`config.mk`:
```
export PLATFORM = sky130hd
export DESIGN_NAME = wdg_win_core
export DESIGN_NICKNAME = d
export VERILOG_FILES = /design/src/rtl/wdg_win_pkg.sv /design/src/rtl/wdg_tick_gen.sv /design/src/rtl/wdg_win_core.sv
export SDC_FILE = /design/constraint.sdc
export NUM_CORES = 1
export LEC_CHECK = 0
export CORE_MARGIN = 2
export CORE_UTILIZATION = 35
export DETAILED_ROUTE_END_ITERATION = 10
export HOLD_SLACK_MARGIN = 0.15
export PLACE_DENSITY = 0.48
export SLEW_MARGIN = 20
export SYNTH_ARGS = -nofsm -noshare
export SYNTH_HDL_FRONTEND = slang
export SYNTH_HIERARCHICAL = 1
export SYNTH_SLANG_ARGS = --single-unit
```
`constraint.sdc`:
```
create_clock -name clk_i -period 4 [get_ports clk_i]
set_input_delay 0.6 -clock clk_i [delete_from_list [all_inputs] [get_ports clk_i]]
set_output_delay 0.6 -clock clk_i [all_outputs]
set_load 0.01 [all_outputs]
```
`src/rtl/wdg_win_pkg.sv`:
```
// Shared constants for the windowed watchdog: address map, CTRL/STAT bit
// positions, parameter defaults and the FSM state encoding.
package wdg_win_pkg;

  localparam int unsigned CNT_WIDTH_DEF  = 32;
  localparam int unsigned PSCR_WIDTH_DEF = 20;
  localparam int unsigned PSCR_MIN_DEF   = 2;
  localparam int unsigned RST_PULSE_DEF  = 16;
  localparam logic [31:0] KEY_VAL_DEF    = 32'h5F37_59DF;

  localparam logic [2:0] ADDR_CTRL = 3'd0;
  localparam logic [2:0] ADDR_PSCR = 3'd1;
  localparam logic [2:0] ADDR_CMP  = 3'd2;
  localparam logic [2:0] ADDR_WIN  = 3'd3;
  localparam logic [2:0] ADDR_EWI  = 3'd4;
  localparam logic [2:0] ADDR_STAT = 3'd5;
  localparam logic [2:0] ADDR_KEY  = 3'd6;
  localparam logic [2:0] ADDR_FEED = 3'd7;
  localparam logic [2:0] ADDR_CNT  = 3'd7;

  localparam int CTRL_EN     = 0;
  localparam int CTRL_WIN_EN = 1;
  localparam int CTRL_EWI_EN = 2;
  localparam int CTRL_RST_EN = 3;
  localparam int CTRL_LOCK   = 4;

  localparam int STAT_EW = 0;
  localparam int STAT_TO = 1;
  localparam int STAT_EF = 2;

  typedef enum logic [1:0] {
    IDLE = 2'd0,
    RUN  = 2'd1,
    RST  = 2'd2
  } wdg_state_e;

endpackage

```
`src/rtl/wdg_tick_gen.sv`:
```
// Prescaler: counts 0..pscr-1 while enabled and emits a one-cycle tick on the
// terminal count. Clear or disable forces the count back to zero.
module wdg_tick_gen #(
  parameter int unsigned PSCR_WIDTH = wdg_win_pkg::PSCR_WIDTH_DEF
) (
  input  logic                  clk,
  input  logic                  rst,
  input  logic                  en,
  input  logic                  clr,
  input  logic [PSCR_WIDTH-1:0] pscr,
  output logic                  tick
);

  logic [PSCR_WIDTH-1:0] psc_r;
  logic                  at_end_s;

  assign at_end_s = (psc_r == (pscr - PSCR_WIDTH'(1)));
  assign tick     = en && !clr && at_end_s;

  always_ff @(posedge clk) begin
    if (rst) begin
      psc_r <= '0;
    end else if (clr || !en || at_end_s) begin
      psc_r <= '0;
    end else begin
      psc_r <= psc_r + PSCR_WIDTH'(1);
    end
  end

endmodule

```
`src/rtl/wdg_win_core.sv`:
```
// Windowed watchdog core: keyed register file, feed window, early warning,
// timeout reset pulse and a combinational register read port.
module wdg_win_core #(
  parameter int unsigned CNT_WIDTH     = wdg_win_pkg::CNT_WIDTH_DEF,
  parameter int unsigned PSCR_WIDTH    = wdg_win_pkg::PSCR_WIDTH_DEF,
  parameter int unsigned PSCR_MIN_VAL  = wdg_win_pkg::PSCR_MIN_DEF,
  parameter logic [31:0] KEY_VAL       = wdg_win_pkg::KEY_VAL_DEF,
  parameter int unsigned RST_PULSE_LEN = wdg_win_pkg::RST_PULSE_DEF
) (
  input  logic        clk_i,
  input  logic        rst_i,
  input  logic        reg_we_i,
  input  logic        reg_re_i,
  input  logic [2:0]  reg_addr_i,
  input  logic [31:0] reg_wdata_i,
  output logic [31:0] reg_rdata_o,
  output logic        irq_o,
  output logic        rst_o
);
  import wdg_win_pkg::*;

  localparam int unsigned           RC_WIDTH = (RST_PULSE_LEN > 1) ? $clog2(RST_PULSE_LEN) : 1;
  localparam logic [RC_WIDTH-1:0]   RC_LAST  = RC_WIDTH'(RST_PULSE_LEN - 1);
  localparam logic [PSCR_WIDTH-1:0] PSCR_MIN = PSCR_WIDTH'(PSCR_MIN_VAL);

  function automatic logic [PSCR_WIDTH-1:0] pscr_clamp(input logic [PSCR_WIDTH-1:0] v);
    return (v < PSCR_MIN) ? PSCR_MIN : v;
  endfunction

  logic [4:0]            ctrl_r;
  logic [PSCR_WIDTH-1:0] pscr_r;
  logic [CNT_WIDTH-1:0]  cmp_r;
  logic [CNT_WIDTH-1:0]  win_r;
  logic [CNT_WIDTH-1:0]  ewi_r;
  logic [2:0]            stat_r;
  logic [31:0]           key_r;
  logic [CNT_WIDTH-1:0]  cnt_r;
  logic [RC_WIDTH-1:0]   rst_cnt_r;
  wdg_state_e            state_r;
  logic                  irq_r;
  logic                  rst_r;

  logic        key_match_s, cfg_wr_s;
  logic        wr_ctrl_s, wr_pscr_s, wr_cmp_s, wr_win_s, wr_ewi_s, wr_stat_s;
  logic        feed_s, early_s, timeout_s, event_s, ew_hit_s, disable_s, tick_s;
  logic [4:0]  ctrl_next_s;
  logic [2:0]  stat_set_s, stat_clr_s, stat_next_s;
  logic [31:0] rdata_s;

  assign key_match_s = (key_r == KEY_VAL);
  assign cfg_wr_s    = reg_we_i && key_match_s && !ctrl_r[CTRL_LOCK];
  assign wr_ctrl_s   = cfg_wr_s && (reg_addr_i == ADDR_CTRL);
  assign wr_pscr_s   = cfg_wr_s && (reg_addr_i == ADDR_PSCR);
  assign wr_cmp_s    = cfg_wr_s && (reg_addr_i == ADDR_CMP);
  assign wr_win_s    = cfg_wr_s && (reg_addr_i == ADDR_WIN);
  assign wr_ewi_s    = cfg_wr_s && (reg_addr_i == ADDR_EWI);
  assign wr_stat_s   = reg_we_i && (reg_addr_i == ADDR_STAT);
  assign disable_s   = wr_ctrl_s && !reg_wdata_i[CTRL_EN];

  // A feed is judged against the current count and pre-empts any tick this cycle.
  assign feed_s    = reg_we_i && key_match_s && (reg_addr_i == ADDR_FEED)
                     && reg_wdata_i[0] && (state_r == RUN);
  assign early_s   = feed_s && ctrl_r[CTRL_WIN_EN] && (cnt_r < win_r);
  assign timeout_s = tick_s && !feed_s && (cnt_r >= cmp_r);
  assign event_s   = early_s || timeout_s;
  assign ew_hit_s  = tick_s && !feed_s && !timeout_s && ctrl_r[CTRL_EWI_EN]
                     && ((cnt_r + CNT_WIDTH'(1)) == ewi_r);

  assign ctrl_next_s = wr_ctrl_s ? reg_wdata_i[4:0] : ctrl_r;
  assign stat_set_s  = {early_s, timeout_s, ew_hit_s};
  assign stat_clr_s  = wr_stat_s ? reg_wdata_i[2:0] : 3'b000;
  assign stat_next_s = (stat_r & ~stat_clr_s) | stat_set_s;

  wdg_tick_gen #(
    .PSCR_WIDTH(PSCR_WIDTH)
  ) u_tick (
    .clk  (clk_i),
    .rst  (rst_i),
    .en   (state_r == RUN),
    .clr  (feed_s || wr_pscr_s),
    .pscr (pscr_r),
    .tick (tick_s)
  );

  always_ff @(posedge clk_i) begin
    if (rst_i) begin
      ctrl_r    <= 5'd0;
      pscr_r    <= PSCR_MIN;
      cmp_r     <= '1;
      win_r     <= '0;
      ewi_r     <= '0;
      stat_r    <= 3'd0;
      key_r     <= 32'd0;
      cnt_r     <= '0;
      rst_cnt_r <= '0;
      state_r   <= IDLE;
      irq_r     <= 1'b0;
      rst_r     <= 1'b0;
    end else begin
      // Any non-KEY write consumes the unlock.
      if (reg_we_i) begin
        key_r <= (reg_addr_i == ADDR_KEY) ? reg_wdata_i : 32'd0;
      end
      ctrl_r <= ctrl_next_s;
      if (wr_pscr_s) pscr_r <= pscr_clamp(reg_wdata_i[PSCR_WIDTH-1:0]);
      if (wr_cmp_s)  cmp_r  <= reg_wdata_i[CNT_WIDTH-1:0];
      if (wr_win_s)  win_r  <= reg_wdata_i[CNT_WIDTH-1:0];
      if (wr_ewi_s)  ewi_r  <= reg_wdata_i[CNT_WIDTH-1:0];
      stat_r <= stat_next_s;
      irq_r  <= |(stat_next_s & {2'b11, ctrl_next_s[CTRL_EWI_EN]});

      case (state_r)
        IDLE: begin
          cnt_r     <= '0;
          rst_cnt_r <= '0;
          rst_r     <= 1'b0;
          if (wr_ctrl_s && reg_wdata_i[CTRL_EN]) state_r <= RUN;
        end
        RUN: begin
          if (disable_s) begin
            cnt_r   <= '0;
            state_r <= IDLE;
          end else if (event_s) begin
            cnt_r <= '0;
            if (ctrl_r[CTRL_RST_EN]) begin
              state_r   <= RST;
              rst_r     <= 1'b1;
              rst_cnt_r <= '0;
            end
          end else if (feed_s) begin
            cnt_r <= '0;
          end else if (tick_s) begin
            cnt_r <= cnt_r + CNT_WIDTH'(1);
          end
        end
        RST: begin
          cnt_r <= '0;
          if (disable_s) begin
            state_r <= IDLE;
            rst_r   <= 1'b0;
          end else if (rst_cnt_r == RC_LAST) begin
            state_r <= RUN;
            rst_r   <= 1'b0;
          end else begin
            rst_cnt_r <= rst_cnt_r + RC_WIDTH'(1);
          end
        end
        default: begin
          state_r <= IDLE;
          cnt_r   <= '0;
          rst_r   <= 1'b0;
        end
      endcase
    end
  end

  always_comb begin
    rdata_s = 32'd0;
    if (reg_re_i) begin
      case (reg_addr_i)
        ADDR_CTRL: rdata_s = 32'(ctrl_r);
        ADDR_PSCR: rdata_s = 32'(pscr_r);
        ADDR_CMP:  rdata_s = 32'(cmp_r);
        ADDR_WIN:  rdata_s = 32'(win_r);
        ADDR_EWI:  rdata_s = 32'(ewi_r);
        ADDR_STAT: rdata_s = 32'(stat_r);
        ADDR_CNT:  rdata_s = 32'(cnt_r);
        default:   rdata_s = 32'd0;  // KEY is write-only
      endcase
    end else begin
      rdata_s = 32'd0;
    end
  end

  assign reg_rdata_o = rdata_s;
  assign irq_o       = irq_r;
  assign rst_o       = rst_r;

endmodule
```
==> results of run 1 <==
logic make-up after synthesis:
kind of cell               count (synthesis)
muxes                                     33
and+or+nand+nor                          708
AOI/OAI and AO/OA                        355
xor gates and xnor gates                 114
DFF                                      216
adders and majority gates                 67
buffers and inverters                    183
registers in the layout, summed over array words and instances, names as in the netlist, 2 cells and up:
signal and count:
state_r 2, pscr_r 20, u_tick/psc_r 20, ewi_r 32, ctrl_r 5, rst_cnt_r 4, stat_r 3, key_r 32
cnt_r 32, cmp_r 32, win_r 32
worst paths after layout:
kind                                 from           end  slack [ns]
worst max-delay path            pscr_r[0]  rst_cnt_r[3]        0.28
worst min-delay path             win_r[7]      win_r[7]        0.45
worst max register to register  pscr_r[0]  rst_cnt_r[3]        0.28
worst min register to register   win_r[7]      win_r[7]        0.45
repair_timing:
item	CTS	global route
endpoints found under the hold margin	0	0
setup endpoints to repair	0	4
resized for setup	0	1
hold buffers	0	0
setup buffers	0	0
where the power goes:
| part | switching (W) | internal [W] | total [W] |
|---|---|---|---|
| clock network | 0.000989 | 0.00141 | 0.00240 |
| registers | 0.00000197 | 0.00216 | 0.00216 |
| logic | 0.000193 | 0.0000970 | 0.000290 |
| total | 0.00118 | 0.00367 | 0.00485 |
cell type report:
| class | count | area (µm²) | area share [%] |
|---|---|---|---|
| inverters | 74 | 277.8 | 1.851 |
| clock buffers | 35 | 735.7 | 4.902 |
| well taps | 468 | 585.6 | 3.901 |
| clock inverters | 12 | 116.4 | 0.7753 |
| multi-input cells | 1277 | 7889 | 52.56 |
| repair buffers | 114 | 1081 | 7.202 |
| flip-flops and latches | 216 | 4324 | 28.81 |
tightest hold or removal path, cell delays in order, from the launching register on:
cell and delay, ns:
sky130_fd_sc_hd__dfxtp_1 0.30, sky130_fd_sc_hd__nand2_1 0.05, sky130_fd_sc_hd__a21oi_1 0.05
through the flow:
| step | util [%] | hold WS [ns] |
|---|---|---|
| floorplan | - | 0.4290 |
| global placement | 38.84 | 0.4389 |
| detailed placement | 38.84 | 0.4437 |
| CTS | 41.18 | 0.4512 |
| global route | 41.20 | 0.4614 |
| finish | 41.20 | 0.4486 |
routing by layer:
metal	track usage [%]	wire length [µm]	vias up
met5	0	0	-
met4	7.211	1289	0
met3	3.249	2751	64
met2	37.41	20460	357
met1	34.72	22070	5761
li1	-	-	5890
cells in the final DEF (no fill, tap or decap), types with 13 or more instances in the layout:
master,Yosys,final
sky130_fd_sc_hd__nand4_1,29,29
sky130_fd_sc_hd__nor2_1,173,173
sky130_fd_sc_hd__nor4_1,18,18
sky130_fd_sc_hd__mux2i_1,28,28
sky130_fd_sc_hd__a22oi_1,21,21
sky130_fd_sc_hd__dfxtp_1,216,216
sky130_fd_sc_hd__o21ai_0,56,56
sky130_fd_sc_hd__xor2_1,56,56
sky130_fd_sc_hd__buf_4,7,38
sky130_fd_sc_hd__nor3_1,44,43
sky130_fd_sc_hd__a211o_1,32,32
sky130_fd_sc_hd__clkbuf_16,0,27
sky130_fd_sc_hd__nand2_1,281,281
sky130_fd_sc_hd__nor2b_1,41,40
sky130_fd_sc_hd__ha_1,67,67
sky130_fd_sc_hd__inv_1,74,74
sky130_fd_sc_hd__nand3_1,35,35
sky130_fd_sc_hd__a21oi_1,156,156
sky130_fd_sc_hd__xnor2_1,58,58
sky130_fd_sc_hd__a211oi_1,14,14
sky130_fd_sc_hd__clkdlybuf4s50_1,0,68
sky130_fd_sc_hd__nand2b_1,13,13
==> results_dict.tcl, run 1 <==
set metrics [dict create \
    ctsHtreeMaxLevel 1 \
    cts_made_buffers 27 \
    cts_buffer_depth 3 \
    power_w 0.004851 \
    finClkSkew_ns 0.03479 \
    critical_path_arrival_ns 4.14 \
    most_area_consuming_cells_after_synthesis "sky130_fd_sc_hd__dfxtp_1, sky130_fd_sc_hd__nand2_1, sky130_fd_sc_hd__ha_1" \
    placementRows 70 \
    slew-limit-headroom_pct 36.46 \
    vias 12072 \
    yosysTopAreaCellShare_pct 33.48 \
    final_period_util_pct 93.01 \
    gp_congestion 0.8730 \
    placedCellCount 2149 \
    synth_xor_area_share_pct 7.731 \
    syn-mean-instance-area_um2 7.706 \
    num-nets-final 1816 \
    dr.pass1.iters 5 \
    grt_setup_unrepaired "no" \
    critical_path.top_delay_family "simple AND/OR/NAND/NOR gates" \
    synth.area.mux_share_pct 2.780 \
    grt_start_max_net_pins 85 \
    io_buffers 72 \
    async_flop_share_pct 0 \
    cts.reportedPaths.clkPinSlew_ns 0.06 \
    overflow 0 \
    final_layout_size_suffix_gt1_share_pct 6.887 \
    worst-setup-path-type "reg -> reg" \
    via_density_per_instance 5.497 \
    worst_ir_drop_vdd_uv 365.1 \
    max_clock_freq_mhz 268.8 \
    setup_viol 0 \
    synthToLayoutAreaGrowth_pct 16.22 \
    drt-total-wl_um 46570 \
    fraction_of_the_yosys_area_taken_by_sequential_cells_pct 33.48 \
    timing.hold.worst_path_depth 2 \
    synth-warning-count 6 \
    power.density_nw_per_um2 323.2 \
    number_of_enable_flip_flop_cells_after_synthesis 0 \
    path_max_fanout 7 \
    postLayoutSetupSlackWorst_ns 0.2796 \
    post_synth_and_or_nand_nor_area_fraction_pct 26.37 \
    synth_top_flop_cell "sky130_fd_sc_hd__dfxtp_1" \
    synth.distinct_cells 72 \
    critPathRequiredTime_ns 4.42 \
    root_buffer "sky130_fd_sc_hd__clkbuf_16" \
    clock_sink_count 216 \
    slowest_stage "sky130_fd_sc_hd__or4_1" \
    io-pin-count 73 \
    timing.reg2reg.worst_path_depth 14 \
    endpoints_failing_hold 0 \
    floorplan.die_area_um2 38450 \
    period_minus_slack_ns 3.720 \
    status "complete, no violations" \
    clock_insertion_delay_worst_skew_ns 0.57 \
    post_synth_fa_ha_maj_area_fraction_pct 6.491 \
    post_synth_inst_count 1676 \
    starting_drc_count_in_detailed_routing 850 \
    grt_antenna_before_repair 0 \
    fillCellCount 3799 \
    worst-slew-pin-transition_ns 0.9511 \
    setup-tns-final_ns 0 \
    yosys.cell_count.top_type "sky130_fd_sc_hd__nand2_1" \
    post-route-cell-area_um2 15010 \
    wire_length_of_the_first_global_routing_pass_um 71760 \
    detailedPlacementHpwl_um 33340 \
    instances_no_fill 2196 \
    critPathMaxStageDelay_ns 0.53 \
    leakagePower_nw 5.487 \
    tritoncts_clock_tree "yes" \
    area_leader_netlist "sky130_fd_sc_hd__dfxtp_1" \
    number_of_max_slew_violations_in_the_final_report 0 \
    crit_path_frequent_cell "sky130_fd_sc_hd__nand2_1" \
    critPathLaunchType "flip-flop" \
    track_usage_pct 24.12 \
    worst-path-buf-inv 1 \
    floorplan.initialDensity_pct 35.45 \
    placeableCoreArea_um2 36430 \
    avgRoutedWirePerCell_um 21.21 \
    synth_seq_cells 216 \
    worst_hold_class "reg -> reg" \
    synth_nets 1782 \
    synth_compound_gate_area_share_pct 17.53 \
    fp.dieH_um 196.1 \
    via_count_of_the_first_global_routing_pass 11667 \
    area_of_the_mapped_netlist_um2 12910 \
    worst-path-stages 14 \
    place_area_um2 14150 \
    antenna_cells_inserted 0 \
    postRouteAntennaNets 0 \
    post-place-ws_ns 0.2603 \
    maxcap_viol_count 0 \
    cp_cell_sequence "inv_1, ha_1, nor3b_4, nand2_1, o21ai_0, a221oi_1, or4_1, nor4_4, and2b_1, nand2_1, o21bai_1, a21bo_1, o31ai_2, a311oi_1" \
    chipWidth_um 196.1 \
    drc 0 \
    worst_setup_path_end_kind "flip-flop" \
    dominant_combinational_cell_family_by_area_after_synthesis "simple AND/OR/NAND/NOR gates" \
    post_synth_most_frequent_cells "sky130_fd_sc_hd__nand2_1, sky130_fd_sc_hd__dfxtp_1, sky130_fd_sc_hd__nor2_1, sky130_fd_sc_hd__a21oi_1, sky130_fd_sc_hd__clkbuf_1" \
]
(Power assumes the default switching activity.)
==> run 2, diff against run 1 <==
clock period = 3.73 ns   (was 4 ns; I/O delays follow)
==> results_dict.tcl, run 2 (synthesis results as in run 1) <==
set metrics [dict create \
    status "complete, no violations" \
    io_buffers 72 \
    dr.pass1.iters 6 \
    holdWs_ns 0.4505 \
    endpoints_failing_hold 0 \
    placeableCoreArea_um2 36430 \
    slew-limit-headroom_pct 50.33 \
    floorplan.initialDensity_pct 35.45 \
    number_of_max_slew_violations_in_the_final_report 0 \
    root_buffer "sky130_fd_sc_hd__clkbuf_16" \
    chipWidth_um 196.1 \
    placementRows 70 \
    power_w 0.005196 \
    cts_buffer_depth 3 \
    cts_made_buffers 27 \
    cts.reportedPaths.clkPinSlew_ns 0.06 \
    detailedPlacementHpwl_um 33700 \
    tritoncts_clock_tree "yes" \
    wire_length_of_the_first_global_routing_pass_um 70060 \
    power.density_nw_per_um2 339.5 \
    final_layout_size_suffix_gt1_share_pct 8.879 \
    regToRegSetupSlack_ns 0.14 \
    max_clock_freq_mhz 278.7 \
    via_count_of_the_first_global_routing_pass 11667 \
    worst-path-buf-inv 0 \
    avgRoutedWirePerCell_um 20.63 \
    layout.cells.most_common_list "sky130_fd_sc_hd__nand2_1, sky130_fd_sc_hd__dfxtp_1, sky130_fd_sc_hd__nor2_1, sky130_fd_sc_hd__a21oi_1, sky130_fd_sc_hd__inv_1" \
    final_period_util_pct 96.18 \
    finClkSkew_ns 0.008908 \
    clock_sink_count 216 \
    post_cts_hold_buffer_count 0 \
    maxcap_viol_count 0 \
    worst_setup_path_end_kind "flip-flop" \
    grt_setup_unrepaired "no" \
    synthToLayoutAreaGrowth_pct 18.50 \
    critPathMaxStageDelay_ns 0.56 \
    critPathLaunchType "flip-flop" \
    postRouteAntennaNets 0 \
    antenna_cells_inserted 0 \
    cp_cell_sequence "nor4_4, nor2b_4, xnor2_1, nand4_1, or4_4, nor4_4, and2b_2, nand2_2, o21bai_4, a21bo_1, o31ai_4, a311oi_1" \
    via_density_per_instance 5.441 \
    grt_antenna_before_repair 0 \
    worst_hold_class "reg -> reg" \
    period_minus_slack_ns 3.588 \
    critPathRequiredTime_ns 4.12 \
    clock_insertion_delay_worst_skew_ns 0.54 \
    floorplan.die_area_um2 38450 \
    instances_no_fill 2225 \
    crit_path_frequent_cell "sky130_fd_sc_hd__nor4_4" \
    path_max_fanout 6 \
    ctsHtreeMaxLevel 1 \
    fillCellCount 3772 \
    slowest_stage "sky130_fd_sc_hd__or4_4" \
    num-nets-final 1845 \
    gp_congestion 0.8977 \
    io-pin-count 73 \
    starting_drc_count_in_detailed_routing 790 \
    placedCellCount 2176 \
    drt-total-wl_um 45900 \
    critical_path_arrival_ns 3.98 \
    setup-tns-final_ns 0 \
    setup_viol 0 \
    critical_path.top_delay_family "simple AND/OR/NAND/NOR gates" \
    fp.dieH_um 196.1 \
    worst-setup-path-type "reg -> reg" \
    mostFrequentLayoutCell "sky130_fd_sc_hd__nand2_1" \
    leakagePower_nw 5.637 \
    drc 0 \
    vias 12106 \
    overflow 0 \
    track_usage_pct 23.59 \
    grt_start_max_net_pins 68 \
    worst_ir_drop_vdd_uv 339.4 \
    worst-slew-pin-transition_ns 0.7451 \
]
run 2: cell count changes in the layout (fill, tap and decap cells not counted), moves of 2 or more:
cell	change
sky130_fd_sc_hd__buf_4	+28
sky130_fd_sc_hd__clkbuf_8	+4
sky130_fd_sc_hd__clkinv_2	-4
sky130_fd_sc_hd__nand2_1	-3
sky130_fd_sc_hd__nand2_2	+3
sky130_fd_sc_hd__clkbuf_1	+2
sky130_fd_sc_hd__dfxtp_1	-2
sky130_fd_sc_hd__o21ai_0	-2
sky130_fd_sc_hd__o21ai_1	+2
run 2: stage by stage:
step,setup WS (ns),util [%],area [µm²]
2_1_floorplan,0.2554,-,12910
3_3_place_gp,0.07946,39.43,14370
3_5_place_dp,0.02048,39.43,14370
4_1_cts,0.002244,41.78,15220
5_1_grt,0.01546,42.01,15300
6_report,0.1424,42.01,15300
run 2: worst register-to-register path, cell delays in order, from the launching register on:
cell                       delay [ns]
sky130_fd_sc_hd__dfxtp_4         0.37
sky130_fd_sc_hd__nor4_4          0.41
sky130_fd_sc_hd__nor2b_4         0.23
sky130_fd_sc_hd__xnor2_1         0.11
sky130_fd_sc_hd__nand4_1         0.12
sky130_fd_sc_hd__or4_4           0.56
sky130_fd_sc_hd__nor4_4          0.38
sky130_fd_sc_hd__and2b_2         0.24
sky130_fd_sc_hd__nand2_2         0.09
sky130_fd_sc_hd__o21bai_4        0.20
sky130_fd_sc_hd__a21bo_1         0.26
sky130_fd_sc_hd__o31ai_4         0.32
sky130_fd_sc_hd__a311oi_1        0.14
run 2: power by group:
part	internal [W]	switching, W
logic	0.000109	0.000206
clock network	0.00153	0.00104
registers	0.00231	0.00000200
total	0.00395	0.00125
run 2: routing by layer:
metal	vias up	routed length, µm	GRT usage, %	share of wire [%]
met2	325	20440	37.85	45
met1	5759	21540	32.76	47
li1	5949	-	-	-
met3	73	2630	3.679	5.7
met4	0	1280	6.678	2.8
met5	-	0	0	0
run 2: area by class of cell:
type | instances | area [µm²] | share of cell area [%]
clock buffer | 41 | 798.3 | 5.216
clock inverter | 6 | 58.81 | 0.3842
inverter | 74 | 277.8 | 1.815
multi-input combinational | 1277 | 7944 | 51.90
sequential | 216 | 4329 | 28.29
tap | 468 | 585.6 | 3.826
timing repair buffer | 143 | 1311 | 8.568
run 2: final timing paths:
kind | from | to | depth (start not counted)
worst max-delay path | pscr_r[0] | rst_cnt_r[3] | 12
worst min-delay path | win_r[10] | win_r[10] | 2
worst max register to register | pscr_r[0] | rst_cnt_r[3] | 12
worst min register to register | win_r[10] | win_r[10] | 2
run 2: timing repair:
item / 4_1_cts / 5_1_grt
setup buffers: 0 / 2
gates resized for setup: 0 / 19
setup endpoints to repair: 0 / 10
